**config.mk**
```make
export PLATFORM = sky130hd
export DESIGN_NAME = police_dispatch
export DESIGN_NICKNAME = d
export VERILOG_FILES = /design/src/rtl/police_dispatch.sv
export SDC_FILE = /design/constraint.sdc
export NUM_CORES = 1
export LEC_CHECK = 0
export CORE_MARGIN = 4
export CORE_UTILIZATION = 53
export DETAILED_ROUTE_END_ITERATION = 10
export GPL_TIMING_DRIVEN = 0
export PLACE_DENSITY = 0.77
export SYNTH_ARGS = -nofsm -noshare
export SYNTH_HDL_FRONTEND = slang
export SYNTH_SLANG_ARGS = --single-unit
```
**constraint.sdc**
```tcl
create_clock -name Clk -period 3.7 [get_ports Clk]
set_clock_uncertainty 0.2 [all_clocks]
set_input_delay 1.11 -clock Clk [delete_from_list [all_inputs] [get_ports Clk]]
set_output_delay 1.11 -clock Clk [all_outputs]
set_load 0.05 [all_outputs]
```
**src/rtl/police_dispatch.sv**
```systemverilog
`default_nettype none
// ============================================================================
// Module   : police_dispatch
// Purpose  : Police-response controller. Latches the corpse position when a
//            discovery is reported, drives the police car in from off-screen,
//            walks an officer to the corpse and back, then drives the car off.
// Ports    : Clk, Reset (async, active-high)
//            frame_tick        - one-cycle pulse per video frame (motion gate)
//            corpse_discovered - discovery level, honoured only when idle
//            death_X/death_Y   - corpse position, sampled on acceptance
//            police_car_X/Y    - car centre
//            police_X/Y        - officer centre
//            police_out        - officer on foot
//            reached           - officer back in car (sticky)
//            collected         - corpse removed (sticky)
// Revision : 1.0 - initial release
// ============================================================================
module police_dispatch #(
    parameter logic [9:0] CAR_START_X    = 10'd700,
    parameter logic [9:0] CAR_STOP_X     = 10'd560,
    parameter logic [9:0] CAR_Y          = 10'd440,
    parameter logic [9:0] CAR_STEP       = 10'd2,
    parameter logic [9:0] WALK_STEP      = 10'd1,
    parameter logic [7:0] COLLECT_FRAMES = 8'd60
) (
    input  logic       Clk,
    input  logic       Reset,
    input  logic       frame_tick,
    input  logic       corpse_discovered,
    input  logic [9:0] death_X,
    input  logic [9:0] death_Y,
    output logic [9:0] police_car_X,
    output logic [9:0] police_car_Y,
    output logic [9:0] police_X,
    output logic [9:0] police_Y,
    output logic       police_out,
    output logic       reached,
    output logic       collected
);

    typedef enum logic [2:0] {
        S_IDLE      = 3'd0,
        S_DRIVE_IN  = 3'd1,
        S_EXIT      = 3'd2,
        S_WALK_TO   = 3'd3,
        S_COLLECT   = 3'd4,
        S_WALK_BACK = 3'd5,
        S_DRIVE_OUT = 3'd6,
        S_DONE      = 3'd7
    } state_t;

    state_t     r_state;
    logic [9:0] r_tgt_X;
    logic [9:0] r_tgt_Y;
    logic [7:0] r_cnt;

    // Move pos toward tgt by at most stp; compares come first so the
    // unsigned subtraction never wraps and the result never overshoots.
    function automatic logic [9:0] f_step_toward(input logic [9:0] pos,
                                                 input logic [9:0] tgt,
                                                 input logic [9:0] stp);
        logic [9:0] v_res;
        v_res = pos;
        if (pos < tgt)
            v_res = ((tgt - pos) > stp) ? (pos + stp) : tgt;
        else if (pos > tgt)
            v_res = ((pos - tgt) > stp) ? (pos - stp) : tgt;
        return v_res;
    endfunction

    logic [9:0] w_car_in_step;
    logic [9:0] w_car_out_step;
    logic [9:0] w_car_in_next;
    logic [9:0] w_car_out_next;
    logic [9:0] w_to_x;
    logic [9:0] w_to_y;
    logic [9:0] w_back_x;
    logic [9:0] w_back_y;
    logic       w_at_tgt;
    logic       w_at_car;

    // Saturating car steps toward the stop / start positions.
    assign w_car_in_step  = ((police_car_X > CAR_STOP_X) &&
                             ((police_car_X - CAR_STOP_X) > CAR_STEP))
                            ? (police_car_X - CAR_STEP) : CAR_STOP_X;
    assign w_car_out_step = ((police_car_X < CAR_START_X) &&
                             ((CAR_START_X - police_car_X) > CAR_STEP))
                            ? (police_car_X + CAR_STEP) : CAR_START_X;

    // Value the car will hold after this edge; lets the arrival transition
    // happen on the same edge as the final step.
    assign w_car_in_next  = frame_tick ? w_car_in_step  : police_car_X;
    assign w_car_out_next = frame_tick ? w_car_out_step : police_car_X;

    assign w_to_x   = f_step_toward(police_X, r_tgt_X, WALK_STEP);
    assign w_to_y   = f_step_toward(police_Y, r_tgt_Y, WALK_STEP);
    assign w_back_x = f_step_toward(police_X, police_car_X, WALK_STEP);
    assign w_back_y = f_step_toward(police_Y, CAR_Y, WALK_STEP);

    assign w_at_tgt = (police_X == r_tgt_X) && (police_Y == r_tgt_Y);
    assign w_at_car = (police_X == police_car_X) && (police_Y == CAR_Y);

    always_ff @(posedge Clk or posedge Reset) begin
        if (Reset) begin
            r_state      <= S_IDLE;
            police_car_X <= CAR_START_X;
            police_car_Y <= CAR_Y;
            police_X     <= CAR_STOP_X;
            police_Y     <= CAR_Y;
            police_out   <= 1'b0;
            reached      <= 1'b0;
            collected    <= 1'b0;
            r_tgt_X      <= 10'd0;
            r_tgt_Y      <= 10'd0;
            r_cnt        <= 8'd0;
        end else begin
            case (r_state)
                S_IDLE: begin
                    if (corpse_discovered) begin
                        r_tgt_X <= death_X;
                        r_tgt_Y <= death_Y;
                        r_state <= S_DRIVE_IN;
                    end
                end

                S_DRIVE_IN: begin
                    police_car_X <= w_car_in_next;
                    if (w_car_in_next == CAR_STOP_X)
                        r_state <= S_EXIT;
                end

                S_EXIT: begin
                    police_X   <= police_car_X;
                    police_Y   <= CAR_Y;
                    police_out <= 1'b1;
                    r_state    <= S_WALK_TO;
                end

                S_WALK_TO: begin
                    // Arrival is checked every cycle, so a target at the
                    // spawn point costs one cycle and no ticks.
                    if (w_at_tgt) begin
                        r_state <= S_COLLECT;
                    end else if (frame_tick) begin
                        police_X <= w_to_x;
                        police_Y <= w_to_y;
                    end
                end

                S_COLLECT: begin
                    if (frame_tick) begin
                        if ((r_cnt + 8'd1) == COLLECT_FRAMES) begin
                            collected <= 1'b1;
                            r_cnt     <= 8'd0;
                            r_state   <= S_WALK_BACK;
                        end else begin
                            r_cnt <= r_cnt + 8'd1;
                        end
                    end
                end

                S_WALK_BACK: begin
                    if (w_at_car) begin
                        police_out <= 1'b0;
                        reached    <= 1'b1;
                        r_state    <= S_DRIVE_OUT;
                    end else if (frame_tick) begin
                        police_X <= w_back_x;
                        police_Y <= w_back_y;
                    end
                end

                S_DRIVE_OUT: begin
                    police_car_X <= w_car_out_next;
                    if (w_car_out_next == CAR_START_X)
                        r_state <= S_DONE;
                end

                default: begin
                    // S_DONE: hold everything until Reset.
                    r_state <= r_state;
                end
            endcase
        end
    end

endmodule
`default_nettype wire

```
* Word-level counts from Yosys, hierarchy flattened
Cells that the tools add are included.
** Operators by class
- Mux-type cells :: 42
- Eq/ne operators :: 28
- Reductions and logical operators :: 17
- Add/sub/neg operators :: 17
- Magnitude comparators :: 20
** Operators with widths (count)
- 2-to-1 mux 10 bit :: 28
- > comparator 10 x 1 -> 1 bit, second input constant :: 8
- case mux 10 bit (3 select lines) :: 2
- subtractor 10 bit :: 6
- == test 10 bit :: 3
- > comparator 10 bit :: 3
- less-than comparator 10 bit :: 3
- != test 2 bit, second input constant :: 11
- 2-to-1 mux 3 bit :: 7
- case mux 3 bit (7 select lines) :: 1
- adder 10 x 1 -> 10 bit, second input constant :: 2
- == test 10 bit, second input constant :: 2
- > comparator 10 x 2 -> 1 bit, second input constant :: 2
- case mux 10 bit (2 select lines) :: 1
- subtractor 10 x 1 -> 10 bit, second input constant :: 2
- AND reduction 7 bit :: 2
- != test 3 bit, second input constant :: 4
- adder 10 x 2 -> 10 bit, second input constant :: 1
- == test 10 x 9 -> 1 bit, second input constant :: 1
- > comparator 10 bit, second input constant :: 1
- > comparator 10 x 9 -> 1 bit, second input constant :: 1
- less-than comparator 10 bit, second input constant :: 1
- less-than comparator 10 x 9 -> 1 bit, second input constant :: 1
- subtractor 10 bit, first input constant :: 1
- 20 further kinds :: 30
** Storage, ports and cells
- Flip-flop bits (word level) :: 64
- Word-level logic and storage cells :: 134
- Input bits :: 24

* Longest topological paths before layout
- Depth in word-level cells :: 8
- Gate-level depth with buffers :: 15
- Depth with buffers taken out :: 12

* Least setup slack after synthesis
No wires, ideal clock.
- Path kind :: reg-to-reg
- Start point :: reg police_Y[6]
- End point :: reg police_Y[3]
- Arrival :: 3.896 ns
- Path slack :: -0.482 ns
- Stages on the path, launching flop included :: 16
- Data required time :: 3.414 ns
- Cells stage by stage :: dfrtp_1 > clkbuf_1 > clkinv_1 > ha_1 > buf_6 > a21o_1 > a21oi_2 > o22a_1 > o21ai_1 > or4_1 > or4_1 > buf_2 > and2_4 > buf_6 > a221o_1 > o31ai_2
** On the way
- Longest elaborated chain between the ends :: 8
** Ends and longest elaborated chain
- start: declaration :: line 35 : output logic [9:0] police_Y,
- start signal: assignment :: line 146 : police_Y <= w_to_y;
- start signal: assignment :: line 169 : police_Y <= w_back_y;
- subtractor 10 x 9 -> 10 bit / subtractor 10 bit (equally long branches) :: line 67 : v_res = ((pos - tgt) > stp) ? (pos - stp) : tgt;
- > comparator 10 x 1 -> 1 bit :: line 67
- 2-to-1 mux 10 bit :: line 67
- 2-to-1 mux 10 bit :: line 66 : else if (pos > tgt)
- 2-to-1 mux 10 bit :: line 64 : if (pos < tgt)
- 2-to-1 mux 10 bit, on equally long branches :: line 167, 144
- 2-to-1 mux 10 bit, on equally long branches :: line 163, 142
- case mux 10 bit (3 select lines) :: line 117 : case (r_state)
Parallel ways exist; a longest one is shown, timed or not. The select of a mux whose other input is x is not followed.
A chain may end at the register's enable or synchronous reset.

* Final worst setup path
- Start point :: reg police_Y[4]
- End point :: reg police_Y[3]
The elaborated chain is that of the path after synthesis.

==> results.tsv <==
stage	metric	value	unit
synth	synth-seq-area-share	19.79	%
global_route	grt_overflow	0	
worst_setup_path	crit_required	3.76	ns
clock_tree	cts.sinks	64	
synth	async_flop_share	100.0	%
power	leakage	4.220	nW
die	die_area	0.01749	mm^2
synth	netlist_area	0.008183	mm^2
worst_setup_path	path_class	flip-flop to flip-flop	
die	rows	45	
status	status	finished clean	
sta	finalHoldViolCount	0	
synth	synth_top_family_by_area	compound AO/OA/AOI/OAI gates	
drt	top_layer	met4	
global_route	track_usage	31.16	%
final_layout	syn_to_final_growth	27.22	%
drt	dr_wl_met2	13280	um
global_route	grt_pass1_vias	8391	
worst_setup_path	endpoint_kind	flip-flop	
final_layout	fin_util	68.73	%
worst_setup_path	start_kind	flip-flop	
synth	synthAdderAreaFrac	12.48	%
global_route	grt_max_degree	65	
drt	routed_wl	28600	um
drt	vias	9110	
clock_tree	htree_num_levels	3	
synth	synthFlopType	dfrtp_1	
placement	placed_area	0.009196	mm^2
power	power.total	8.965	mW
worst_setup_path	path_cells	clkinvlp_4, ha_4, buf_6, o21ai_2, a21oi_2, nor3_2, o21ai_1, or4_4, or4_4, and2_4, a221o_1, o31ai_2	
clock_tree	cts_root_buf	clkbuf_16	
die	fp.dieW	132.3	um
sta	fin_setup_tns	0	ns
sta	drv_slew	0	
drt	viasPerCell	6.470	
drt	wl_met3	2188	um
final_layout	diodes	0	
sta	worst_pin_slew	0.9390	ns
sta	rsz0062_at_grt	yes	
clock_tree	clkTransAtPathRegs	0.06	ns
sta	setup_viol	0	
placement	place_ws	-0.8251	ns
synth	yosys.area_share.simple	22.49	%
final_layout	layoutNonFillerInstCount	1408	
sta	fin_hold_ws	0.2728	ns
synth	synth_cell_type_count	88	
worst_setup_path	cp_slowest_cell	dfstp_4	
clock_tree	ctsHoldBuffers	0	
placement	hpwl	20500	um
power	ir_drop	0.3865	mV
sta	slew_headroom	36.52	%
final_layout	nets	1317	
global_route	grt_pass1_wl	44660	um
final_layout	drive_above_1_share	20.90	%
worst_setup_path	rrSetupSlack	0.03	ns
drt	wl_per_cell	20.31	um
die	coreArea	0.01515	mm^2
placement	numPlacedInstances	1340	
sta	layout_min_cycle_time	3.668	ns
placement	finalWeightedCongestion	0.9949	
worst_setup_path	cp_max_fo	6	
drt	drcViolationCount	0	
clock_tree	cts_made_buffers	9	
global_route	antenna_found_initial	0	
worst_setup_path	timing.critical_path.mode_cell	or4_4	
synth	syn_inst	1087	
drt	wl_met1	11770	um
drt	ant_nets	0	
synth	ys_seq_elements	64	
final_layout	fill_cells	1255	
die	fp.dieH	132.3	um
drt	dr.pass1.iters	6	
synth	synth_compound_area_share	28.53	%
clock_tree	clock_latency	0.35	ns
worst_hold_path	min-delay-path-class	flip-flop to flip-flop	
synth	postSynthAreaPerCell	7.528	um^2
placement	io_buffers	55	
sta	worst_slack	0.03198	ns
die	initial_core_util	54.03	%
worst_setup_path	crit_family	simple AND/OR/NAND/NOR gates	
sta	max_freq	272.6	MHz
worst_setup_path	arrival	3.73	ns
worst_setup_path	cp_num_buf_inv	2	
sta	post-route-period-util	99.14	%
synth	synth_xor_xnor_area_share	5.994	%
synth	yosysWarnings	10	
drt	drt_iter0_markers	1029	
power	powerDensity	861.2	mW/mm^2
synth	synth-edff-count	0	
clock_tree	cts_tree	yes	
clock_tree	cts_buffer_depth	2	
final_layout	final_area	0.01041	mm^2
worst_setup_path	cp_slowest_stage_delay	0.64	ns
synth	synth_mux_area_share	2.416	%
run	drv_cap	0	
die	ios	67	
cells by family after synthesis:
group / Yosys count
AND/OR/NAND/NOR: 369
AO/OA/AOI/OAI: 348
buffers and inverters: 152
adder cells (fa/ha/maj): 78
flip-flops: 64
XOR/XNOR: 56
multiplexers: 19
other: 1
registers in the layout, indices dropped and copies added, names as in the netlist, 3 cells and up:
register and cells:
r_state 3, police_X 10, police_car_X 10, r_tgt_X 10, r_cnt 8, police_Y 10
r_tgt_Y 10
repair_timing:
action / 4_1_cts / 5_1_grt
buffers inserted: 25 / 35
pin swaps: 22 / 23
endpoints found under the setup margin: 24 / 24
gates resized for setup: 62 / 68
cloned: 1 / 1
cell type report:
type / count / area (um^2) / area share [%]
buffer: 62 / 434.2 / 4.171
clock buffer: 9 / 225.2 / 2.163
clock inverter: 7 / 100.1 / 0.9615
inverter: 80 / 350.3 / 3.365
multi-input combinational: 881 / 6404 / 61.51
sequential: 64 / 1642 / 15.77
tap: 188 / 235.2 / 2.260
timing repair buffer: 117 / 1020 / 9.796
cell usage after synthesis, drive strengths merged (20+ instances only):
| cell | instances | area share (%) |
|---|---|---|
| a211oi | 20 | 1.9 |
| a21oi | 72 | 4.4 |
| a31oi | 23 | 1.8 |
| buf | 24 | 2.0 |
| clkbuf | 48 | 2.6 |
| dfrtp | 50 | 15 |
| ha | 72 | 11 |
| inv | 78 | 3.6 |
| nand2 | 87 | 4.0 |
| nand3 | 37 | 2.3 |
| nor2 | 85 | 3.9 |
| nor3 | 47 | 2.9 |
| o21ai | 94 | 5.7 |
| xnor2 | 49 | 5.2 |
final timing paths:
path / startpoint / depth (start not counted) / end
worst max-delay path: police_Y[4] / 12 / police_Y[3]
worst min-delay path: collected / 1 / collected
worst max register to register: police_Y[4] / 12 / police_Y[3]
worst min register to register: collected / 1 / collected
max in group asynchronous: Reset / 2 / police_car_X[1]
min in group asynchronous: Reset / 2 / r_tgt_X[3]
worst register-to-register path, cell delays in order (launching register included):
cell and delay [ns]:
dfstp_4 0.64, clkinvlp_4 0.11, ha_4 0.22, buf_6 0.12, o21ai_2 0.15, a21oi_2 0.10, nor3_2 0.16, o21ai_1 0.12
or4_4 0.55, or4_4 0.45, and2_4 0.21, a221o_1 0.36, o31ai_2 0.20
per-layer routing:
metal | vias to the layer above | track usage [%]
li1 | 4218 | -
met3 | 121 | 4.084
met5 | - | 0
met4 | 0 | 13.28
met2 | 539 | 51.11
met1 | 4232 | 41.40
layout by cell type (no fill, tap or decap), types with 7 or more instances in the layout:
cell type	n
nor2b_1	17
a21oi_2	9
nand4_1	13
a31oi_1	22
a21oi_1	63
nor4_1	8
clkbuf_16	9
conb_1	10
o21bai_1	10
nor2_1	81
nand3_1	37
and3_1	10
mux2i_1	11
o21ai_0	77
buf_4	76
ha_4	9
o221ai_1	9
clkbuf_1	23
nand2b_1	14
o22ai_1	9
xnor2_1	47
dfrtp_2	12
inv_1	64
nor3_1	45
clkinvlp_4	8
dfrtp_1	38
nand2_1	87
o21ai_1	14
a221oi_1	11
ha_1	58
o211ai_1	7
clkdlybuf4s50_1	55
dfstp_2	12
a21o_1	17
a211oi_1	14
power breakdown:
part / internal [mW] / leakage [nW] / switching, mW
sequential: 0.921 / 0.729 / 0.231
clock: 0.597 / 0.161 / 0.365
combinational: 2.68 / 3.33 / 4.17
No activity file was read; power rests on OpenSTA's default activity.
